===== src/rtl/sig_wdog_pkg.sv =====
// rtl/sig_wdog_pkg.sv - shared state type and default sizing for the sig liveness watchdog
package sig_wdog_pkg;

    typedef enum logic [1:0] {
        IDLE       = 2'd0,
        WAIT_FIRST = 2'd1,
        TRACK      = 2'd2,
        ALARM      = 2'd3
    } wdog_state_t;

    localparam int TIMEOUT_DEF = 40000;
    localparam int CBITS_DEF   = 16;
    localparam int EBITS_DEF   = 16;

    // One full load/store up/down sweep is 2*LS_N cycles plus a few of turnaround,
    // so TIMEOUT_DEF sits just above that.
    localparam int LS_N = 17500;

endpackage


===== src/rtl/sat_counter.sv =====
// rtl/sat_counter.sv - up counter with sync clear that saturates at all ones
module sat_counter #(
    parameter int W = 16
) (
    input  logic         clk,
    input  logic         rst,
    input  logic         i_clr,
    input  logic         i_inc,
    output logic [W-1:0] o_cnt
);

    logic [W-1:0] r_cnt;

    always_ff @(posedge clk) begin
        if (rst || i_clr) begin
            r_cnt <= '0;
        end else if (i_inc && (r_cnt != {W{1'b1}})) begin
            r_cnt <= r_cnt + W'(1);
        end
    end

    assign o_cnt = r_cnt;

endmodule


===== src/rtl/sig_liveness_watchdog.sv =====
// rtl/sig_liveness_watchdog.sv - rising-edge period monitor with timeout alarm on sig
// SIG_WDOG_STICKY_ALARM_EN: when defined, ALARM holds until clear, enable low or rst.
module sig_liveness_watchdog
    import sig_wdog_pkg::*;
#(
    parameter int TIMEOUT = TIMEOUT_DEF,
    parameter int CBITS   = CBITS_DEF,
    parameter int EBITS   = EBITS_DEF
) (
    input  logic             clk,
    input  logic             rst,
    input  logic             sig,
    input  logic             enable,
    input  logic             clear,
    output logic             alarm,
    output logic             period_valid,
    output logic [CBITS-1:0] last_period,
    output logic [CBITS-1:0] max_period,
    output logic [EBITS-1:0] event_cnt
);

    localparam logic [CBITS:0] LP_TIMEOUT = (CBITS+1)'(TIMEOUT);

    wdog_state_t      r_state;
    wdog_state_t      w_state_nxt;
    logic             r_sig_q;
    logic             r_alarm;
    logic             r_period_valid;
    logic [CBITS-1:0] r_last_period;
    logic [CBITS-1:0] r_max_period;

    logic             w_rise;
    logic [CBITS-1:0] w_timer;
    logic [CBITS:0]   w_timer_p1;
    logic             w_timeout;
    logic             w_timer_clr;
    logic             w_timer_inc;
    logic             w_cnt_inc;
    logic             w_period_upd;

    assign w_rise     = sig & ~r_sig_q;
    assign w_timer_p1 = {1'b0, w_timer} + {{CBITS{1'b0}}, 1'b1};
    assign w_timeout  = w_timer_p1 > LP_TIMEOUT;
    assign w_timer_inc = (r_state != IDLE) && !w_timer_clr;

    sat_counter #(.W(CBITS)) u_timer (
        .clk   (clk),
        .rst   (rst),
        .i_clr (w_timer_clr),
        .i_inc (w_timer_inc),
        .o_cnt (w_timer)
    );

    sat_counter #(.W(EBITS)) u_event_cnt (
        .clk   (clk),
        .rst   (rst),
        .i_clr (clear),
        .i_inc (w_cnt_inc),
        .o_cnt (event_cnt)
    );

    always_ff @(posedge clk) begin
        if (rst) begin
            r_state <= IDLE;
        end else begin
            r_state <= w_state_nxt;
        end
    end

    always_comb begin
        w_state_nxt  = r_state;
        w_timer_clr  = 1'b0;
        w_cnt_inc    = 1'b0;
        w_period_upd = 1'b0;
        if (clear) begin
            w_state_nxt = enable ? WAIT_FIRST : IDLE;
            w_timer_clr = 1'b1;
        end else if (!enable) begin
            w_state_nxt = IDLE;
            w_timer_clr = 1'b1;
        end else begin
            unique case (r_state)
                IDLE: begin
                    w_state_nxt = WAIT_FIRST;
                    w_timer_clr = 1'b1;
                end
                WAIT_FIRST: begin
                    if (w_rise) begin
                        w_state_nxt = TRACK;
                        w_cnt_inc   = 1'b1;
                        w_timer_clr = 1'b1;
                    end else if (w_timeout) begin
                        w_state_nxt = ALARM;
                    end
                end
                TRACK: begin
                    if (w_rise) begin
                        w_cnt_inc    = 1'b1;
                        w_period_upd = 1'b1;
                        w_timer_clr  = 1'b1;
                    end else if (w_timeout) begin
                        w_state_nxt = ALARM;
                    end
                end
                ALARM: begin
                    if (w_rise) begin
                        w_cnt_inc = 1'b1;
`ifdef SIG_WDOG_STICKY_ALARM_EN
                        w_state_nxt = ALARM;
`else
                        w_state_nxt = TRACK;
                        w_timer_clr = 1'b1;
`endif
                    end
                end
                default: w_state_nxt = IDLE;
            endcase
        end
    end

    // sig_q keeps sampling while disabled so re-arming with sig already high is not an edge.
    always_ff @(posedge clk) begin
        if (rst) begin
            r_sig_q        <= 1'b0;
            r_alarm        <= 1'b0;
            r_period_valid <= 1'b0;
            r_last_period  <= '0;
            r_max_period   <= '0;
        end else begin
            r_sig_q        <= sig;
            r_alarm        <= (w_state_nxt == ALARM);
            r_period_valid <= w_period_upd;
            if (clear) begin
                r_last_period <= '0;
                r_max_period  <= '0;
            end else if (w_period_upd) begin
                r_last_period <= w_timer_p1[CBITS-1:0];
                if (w_timer_p1[CBITS-1:0] > r_max_period) begin
                    r_max_period <= w_timer_p1[CBITS-1:0];
                end
            end
        end
    end

    assign alarm        = r_alarm;
    assign period_valid = r_period_valid;
    assign last_period  = r_last_period;
    assign max_period   = r_max_period;

endmodule

===== config.mk =====
export PLATFORM = sky130hd
export DESIGN_NAME = sig_liveness_watchdog
export DESIGN_NICKNAME = d
export VERILOG_FILES = /design/src/rtl/sig_wdog_pkg.sv /design/src/rtl/sat_counter.sv /design/src/rtl/sig_liveness_watchdog.sv
export SDC_FILE = /design/constraint.sdc
export NUM_CORES = 1
export LEC_CHECK = 0
export CAP_MARGIN = 40
export CORE_ASPECT_RATIO = 1.25
export CORE_UTILIZATION = 57
export DETAILED_ROUTE_END_ITERATION = 7
export PLACE_DENSITY = 0.94
export SLEW_MARGIN = 20
export SYNTH_ARGS = -nofsm -noshare
export SYNTH_HDL_FRONTEND = slang
export SYNTH_SLANG_ARGS = --single-unit

===== constraint.sdc =====
create_clock -name clk -period 5 [get_ports clk]
set_input_delay 1.5 -clock clk [delete_from_list [all_inputs] [get_ports clk]]
set_output_delay 1.5 -clock clk [all_outputs]
set_load 0.01 [all_outputs]

## Word level (Yosys, flattened, before mapping)

Cells that the tools add are included.

- Latch bits: 0
- Word-level logic and storage cells: 50
- Output and inout bits: 50
- Memories: 0
- Bits in writable memories: 0
- Input port bits: 5
- Flip-flop bits (word level): 69
- Bits in read-only memories: 0

- Order comparisons: 2
- Divide/modulo/power cells: 0
- Multipliers: 0
- Reductions and logical operators: 11
- Bitwise gates (word level): 2
- Eq/ne operators: 6
- Shift-type cells: 0
- Add/sub/neg operators: 3
- Multiplexer cells: 18

Operator list:

| operator | count |
|---|---|
| 16-bit by 1-bit adder with 16-bit output (second input constant) | 2 |
| 16-bit inequality test (second input constant) | 2 |
| 16-bit by 1-bit adder with 17-bit output (second input constant) | 1 |
| 17-bit by 16-bit > comparator with 1-bit output (second input constant) | 1 |
| 16-bit > comparator | 1 |
| 2-bit two-way mux | 6 |
| 1-bit two-way mux | 10 |
| 2-bit one-hot mux with 4 select lines | 1 |
| 2-bit == test (second input constant) | 3 |
| 1-bit logical AND | 3 |
| 3-bit OR reduction | 1 |
| 2-bit by 1-bit == test with 1-bit output (second input constant) | 1 |
| 2-bit logical NOT | 1 |
| 1-bit logical OR | 2 |
| 1-bit one-hot mux with 2 select lines | 1 |
| 2-bit AND reduction | 1 |
| 2-bit nonzero test | 1 |
| 2-bit OR reduction | 1 |
| 1-bit AND | 1 |
| 1-bit logical NOT | 1 |
| 1-bit NOT | 1 |

## Longest topological paths before layout

- Word-level depth: 9
- Mapped depth: 15
- Gate-level depth less buffers: 14

## Hierarchy

A second synthesis with hierarchy kept.

- Cells, all modules: 470
- Area total of the unflattened synthesis: 4129.0 µm²

Modules (own cells, without submodules):

| module | times used | cells each | area each (µm²) | seq. area each (µm²) |
|---|---|---|---|---|
| sig_liveness_watchdog | 1 | 280 | 2434.8 | 740.7 |
| sat_counter | 2 | 95 | 847.1 | 320.3 |

## Least setup slack after synthesis

OpenSTA, ideal clock, no wires.

- Path type: flip-flop to flip-flop
- Start point: register u_timer.r_cnt[0], in the netlist u_timer.o_cnt[0]
- End point: register r_max_period[11], in the netlist max_period[11]
- Slack: 1752 ps
- Cell stages (with the launch flop): 14
- Path buffers: 1
- Data arrival time: 3108 ps
- Cells stage by stage: dfxtp_1 > ha_1 > nand4_1 > nor3_1 > nand3_1 > xor2_1 > inv_1 > ha_1 > nand3_1 > or4b_4 > o211a_1 > buf_2 > nor3_1 > a211oi_2

- Word-level cells in the longest chain between the ends: 3

Ends and longest elaborated chain:

| element | RTL line | RTL |
|---|---|---|
| from (decl) | sat_counter.sv:12 | `logic [W-1:0] r_cnt;` |
| from (signal assigned) | sat_counter.sv:18 | `r_cnt <= r_cnt + W'(1);` |
| 16-bit by 1-bit adder with 17-bit output | sig_liveness_watchdog.sv:42 | `assign w_timer_p1 = {1'b0, w_timer} + {{CBITS{1'b0}}, 1'b1};` |
| named net w_timer_p1[12] | sig_liveness_watchdog.sv:34 | `logic [CBITS:0] w_timer_p1;` |
| 16-bit > comparator | sig_liveness_watchdog.sv:138 | `if (w_timer_p1[CBITS-1:0] > r_max_period) begin` |
| 2-bit AND reduction (no line) | - |  |
| to (signal assigned) | sig_liveness_watchdog.sv:139 | `r_max_period <= w_timer_p1[CBITS-1:0];` |
| to (decl) | sig_liveness_watchdog.sv:30 | `logic [CBITS-1:0] r_max_period;` |

The timed path passes the listed nets, and every way through them passes these cells.
A chain may end at the register's enable or synchronous reset.

## Final worst setup path

- Start point: register u_timer.r_cnt[3], in the netlist u_timer.o_cnt[3]
- End point: register r_max_period[8], in the netlist max_period[8]

The elaborated chain is that of the path after synthesis.

==> metrics.md <==
| Metric | Value |
|---|---|
| Worst Path Arrival | `between 4000 and 5000 ps` |
| PortBufs | `54` |
| Syn_nets | `between 400 and 500` |
| Yosys cell types | `50` |
| Most frequent cell after synthesis | `dfxtp_1` |
| Hold-fix buffers, CTS | `0` |
| Crit path time final | `between 3000 and 4000 ps` |
| Fmax | `about 260 MHz` |
| Max-Cap Viols | `0` |
| NumNets Final | `around 460` |
| CP peak stage delay | `about 620 ps` |
| Worst Tran Pin Value | `~640 ps` |
| Period utilisation layout | `approximately 76%` |
| Endpoints failing setup | `0` |
| CTS tree | `done` |
| Worst slack at placement | `approximately 1200 ps` |
| Synth cell count leaders | `dfxtp_1, nor2_1, inv_1` |
| Layout cell share with drive strength beyond 1 | `~9.3%` |
| Vias in the first global route | `about 2900` |
| Row cnt | `31` |
| Number of flops mapped to enable cells by yosys | `0` |
| Starting Density | `59.0%` |
| Remaining antenna violation count after routing | `0` |
| Clock power frac | `between 40 and 50%` |
| Leakage | `0.00156 uW` |
| I/O pins | `55` |
| CP startpoint kind | `flip-flop` |
| Post-synth ARST share | `0%` |
| Crit Path Max Fanout | `14` |
| Crit end category | `flip-flop` |
| Drt pass-1 iters | `7` |
| PD cells | `~250 mW/mm^2` |
| Mapped Cells | `382` |
| Post-cts sizing count | `0` |
| Post-layout worst setup margin | `around 1200 ps` |
| Slew Limit Fails | `0` |
| Detailed placement HPWL | `between 5000 and 6000 microns` |
| Design Area, Final | `0.00420 sq mm` |
| Total power | `1060 uW` |
| Max IR drop VDD | `between 0.00015 and 0.0002 V` |
| Register bit count reported by yosys | `69` |
| Core footprint | `0.00578 sq mm` |
| Unrepaired setup endpoints after global routing | `false` |
| Number of remaining DRC errors | `5` |
| Post-synthesis cell area | `between 0.003 and 0.004 sq mm` |
| Failing checks | `DRC` |
| WS Path Type | `reg2reg` |
| CTS H-tree lvls | `3` |
| Setup total negative slack | `0 ps` |
| Number of setup buffers added after CTS | `0` |
| Clk buf depth | `2` |
| Total GRT Usage | `27.1%` |
| Switching power total | `244 uW` |
| Initial antenna violation count | `0` |
| Area post-placement | `about 0.004 sq mm` |
| Root Driver | `clkbuf_8` |
| Pin count of the biggest net entering global routing | `32` |
| Full die area | `about 0.0063 sq mm` |
| Syn_area_per_cell | `roughly 9 sq um` |
| Area delta synth->final | `23.3%` |
| WL/cell | `about 16 microns` |
| Req. time, crit path | `roughly 5300 ps` |
| Min Hold Slack | `roughly 500 ps` |
| Yosys Warn Count | `0` |
| Die Wd | `71.2 microns` |
| Final WL | `7960 microns` |
| Sequential share of power | `a little over half` |
| Worst-path clk slew | `about 70 ps` |
| Routed via count | `about 3000` |
| ANT cells | `0` |
| Combinational share of power | `approximately 4.3%` |
| Drt first-iter violations | `165` |
| Max-slew headroom | `~57%` |
| Vias per inst | `approximately 6.0` |
| CP max-delay cell | `o31ai_4` |
| Seq/Total Area, Yosys | `around two fifths` |
| Synth area leaders | `dfxtp_1, ha_1, nor2_1` |
| Status | `complete, but fails checks` |
| Worst clock skew | `between 6 and 7 ps` |
| Insertion delay to the later sink of the worst-skew pair | `between 300 and 400 ps` |
| Placer Congestion | `about 0.89` |
| Num CTS Buffers | `9` |
| Top-area cell type share of the netlist area | `40.5%` |
| Ys flop type | `dfxtp_1` |
| Sw Ratio | `between 20% and 30%` |
| Total grt overflow | `0` |
| Clock Sinks | `69` |
| First-pass GRT wire length | `13100 microns` |
| Hold crit path type | `reg2reg` |
| Worst-path cell chain | `nand4_2 > nor4_1 > nand4_1 > xor2_1 > inv_1 > ha_1 > nand3_1 > or4b_4 > o31ai_4 > nor3_1 > a211oi_2` |
| Synth area leader | `dfxtp_1` |
| Die H | `just under 90 microns` |
| Final Hold Vio Count | `0` |
| Int Power | `between 800 and 900 uW` |
[placed cells by master, fill, tap and decap left out, types with 3 or more instances in the layout]
| master | Yosys | layout |
|---|---|---|
| dfxtp_1 | 69 | 69 |
| xor2_1 | 12 | 12 |
| o21ai_0 | 7 | 7 |
| or2_2 | 3 | 3 |
| nand4_1 | 8 | 8 |
| clkbuf_8 | 0 | 10 |
| clkdlybuf4s50_1 | 0 | 54 |
| xnor2_1 | 15 | 15 |
| inv_1 | 30 | 30 |
| nand3_1 | 14 | 14 |
| a21o_1 | 3 | 3 |
| nor2_1 | 41 | 41 |
| or3_1 | 5 | 5 |
| nand2_1 | 14 | 14 |
| and4_1 | 6 | 6 |
| nand2b_1 | 5 | 5 |
| and3_1 | 4 | 4 |
| nor3_1 | 19 | 18 |
| a211oi_1 | 19 | 19 |
| a21oi_1 | 29 | 29 |
| a211oi_2 | 10 | 10 |
| ha_1 | 16 | 16 |
| nor2b_1 | 3 | 3 |
| mux2i_1 | 3 | 3 |
[final cells by class]
cell class	count	area [sq um]
Clock buffer	11	141
Clock inverter	5	58.8
Fill cell	444	1580
Inverter	32	120
Multi-Input combinational cell	266	1840
Sequential cell	69	1380
Tap cell	66	82.6
Timing Repair Buffer	58	581
[layer usage]
metal	vias to the layer above	wire (microns)	global-route usage, %
li1	1463	-	-
met4	0	267	16.9
met2	109	4050	47.4
met1	1419	3210	29.9
met5	-	0	0
met3	26	431	6.15
[power groups by stage]
stage               Clock (uW)  Combinational (uW)  Sequential [uW]
global route               488                50.0              554
detailed placement           0                44.3              567
finish                     457                45.2              554
CTS                        464                44.5              554
floorplan                    0                31.8              566
global placement             0                40.8              566
[cells by family (layout without fill, tap and decap cells)]
group                      count (synthesis)  count (layout)  share of synthesized area, %
and+or+nand+nor                          131             131                          20.2
AOI/OAI and AO/OA                         88              88                          19.3
DFF                                       69              69                          40.5
buffers and inverters                     47             106                          5.69
xor gates and xnor gates                  28              28                          7.60
adders and majority gates                 16              16                          5.87
muxes                                      3               3                         0.881
[worst max-delay path, delay by kind of cell, from the launching register on]
family / cells / cell delay, ps
AOI/OAI and AO/OA: 2 / 830
xor gates and xnor gates: 1 / 320
adders and majority gates: 1 / 330
buffers and inverters: 1 / 150
DFF: 1 / 480
and+or+nand+nor: 6 / 1600
[registers in the layout (all words and copies together), names as in the netlist]
name / count
r_sig_q: 1
last_period: 16
alarm: 1
u_timer.o_cnt: 16
r_state: 2
max_period: 16
u_event_cnt.o_cnt: 16
period_valid: 1
[metrics by stage]
stage               util (%)  instances
detailed placement      69.1        489
CTS                     72.5        505
floorplan                  -        382
finish                  72.7        507
global placement        68.7        488
global route            72.7        507
[final timing paths]
check / startpoint / to / slack (ps) / cells after the start
setup / recovery: u_timer.o_cnt[3] / max_period[8] / 1200 / 11
hold / removal: max_period[5] / max_period[5] / 500 / 2
setup reg to reg: u_timer.o_cnt[3] / max_period[8] / 1200 / 11
hold reg to reg: max_period[5] / max_period[5] / 500 / 2
No activity file was read; power rests on OpenSTA's default activity.
==> edit, RTL diff (same settings) <==
Reset style: asynchronous (`rst`), changed in 2 clocked blocks.
--- a/src/rtl/sig_liveness_watchdog.sv
+++ b/src/rtl/sig_liveness_watchdog.sv
@@ -59,7 +59,7 @@
         .o_cnt (event_cnt)
     );
 
-    always_ff @(posedge clk) begin
+    always_ff @(posedge clk or posedge rst) begin
         if (rst) begin
             r_state <= IDLE;
         end else begin
@@ -119,7 +119,7 @@
     end
 
     // sig_q keeps sampling while disabled so re-arming with sig already high is not an edge.
-    always_ff @(posedge clk) begin
+    always_ff @(posedge clk or posedge rst) begin
         if (rst) begin
             r_sig_q        <= 1'b0;
             r_alarm        <= 1'b0;
Behaviour: differs if rst is asserted again (counterexample within 10 cycles, from zero or initial values and one cycle with rst high); with rst held inactive, the same outputs for 10 cycles.
==> edit against the original RTL <==
Critical path depth rose by 2. Sequential power rose by 2%. Worst setup slack got worse by 200 ps. Largest power group unchanged. Largest cell class unchanged. Power rose by 5.5%. Count of clock-buffer cells in the layout rose by 3. Final area rose by 6.4%. Sequential cell count did not move. Worst hold slack improved by 46 ps. Synthesized area rose by 7.2%. Routed wire length rose by 18%.
==> edit: results (changes against the original RTL) <==
The flow ran to the end, and the final reports show no timing, DRC or antenna violations. The cell family contributing the most delay on the critical path is adder cells. The count of placed standard cells including taps is 505 (+3.3%).

The normalized max-slew margin came to 0.571 (-0.00101). The detailed route wirelength on metal2 came out at 5000 microns (+23%). The total global routing track utilization came to 0.299 (+0.0285). The worst slack on hold paths is 546 ps (+46.3 ps). The number of nets in the layout is 454 (-0.66%). The cell area after placement came out at 0.00425 sq mm (+6.5%). The met1 layer wirelength in the final routing is 3510 microns (+9.2%). The mean number of vias per cell is 6.11 (+2.6%). The routed length on met3 came out at 485 microns (+13%). The data arrival at the endpoint of the critical path was 4200 ps (+130 ps). The net switching power is 0.262 mW (+7.4%). Among all flip-flop cells after synthesis, the most frequent one is sky130_fd_sc_hd__dfrtp_1. The number of distinct library cells after synthesis came out at 53 (+6.0%).

The final clock period utilization by the worst path is 0.801 (+0.0405). The post-route clock skew is 10.8 ps (+3.91 ps). The most critical setup path has its startpoint at u_timer.o_cnt[0]$_SDFFE_PP0P_. The worst hold path terminates at u_event_cnt.o_cnt[8]$_SDFFE_PP0P_. The startpoint of the worst-slack reg-to-reg timing path is u_timer.o_cnt[0]$_SDFFE_PP0P_. The first-pass GRT wire length is 15100 microns (+15%). The peak supply drop came out at 0.000158 V (-6.7%). Following the worst setup path forward leads to its endpoint at max_period[12]$_DFFE_PP0P_. The final weighted congestion in routability-driven placement is 0.914 (+3.1%). The share of post-route cells with drive strength above 1 is 0.112 (+0.0192).

The net count after synthesis came to 400 (-0.74%). The HPWL after detailed placement is 6500 microns (+15%). The portion of the post-synthesis area used by sequential elements is 0.428 (+0.0233). By instance count, the leading cell after synthesis is sky130_fd_sc_hd__nor2_1. The worst reg-to-reg setup slack came out at 1000 ps (-200 ps).
## edit: cell count changes after synthesis, sizes merged, moves of 3 or more
cell,before,now
a211oi,29,16
dfxtp,69,32
o32ai,0,14
nor3,19,9
a21oi,29,24
dfrtp,0,37
nor4,2,5
nand4,9,15
nor2,41,47
and4,6,0
inv,32,35
## edit: logic make-up after synthesis
logic type / count (synthesis) / share of synthesized area
AND/OR/NAND/NOR: 129 / 0.191
AO/OA/AOI/OAI: 76 / 0.172
XOR/XNOR: 30 / 0.0739
multiplexers: 4 / 0.0110
adder cells (fa/ha/maj): 19 / 0.0647
flip-flops: 69 / 0.428
buffers and inverters: 51 / 0.0595
## edit: cell type report
type,instances,area (sq um),area share
repair buffers,59,578,0.129
well taps,85,106,0.0238
multi-input cells,258,1880,0.419
clock inverters,2,10.0,0.00224
inverters,35,131,0.0294
flip-flops and latches,69,1570,0.350
clock buffers,14,205,0.0459
## edit: worst min-delay path, cell delays in order, from the launching register on
cell                      delay [ps]
sky130_fd_sc_hd__dfxtp_1         350
sky130_fd_sc_hd__o21ai_0          90
sky130_fd_sc_hd__a21oi_1          60
## edit: power by group through the flow
stage / Combinational (mW) / Clock (mW) / Sequential [mW]
floorplan: 0.0497 / 0 / 0.577
finish: 0.0711 / 0.476 / 0.567
CTS: 0.0696 / 0.479 / 0.567
global placement: 0.0654 / 0 / 0.578
detailed placement: 0.0683 / 0 / 0.579
global route: 0.0772 / 0.502 / 0.568
## edit: routing by layer
layer | up-vias | track usage
met5 | - | 0
met4 | 0 | 0.183
met3 | 37 | 0.0411
met2 | 167 | 0.525
met1 | 1544 | 0.332
li1 | 1439 | -
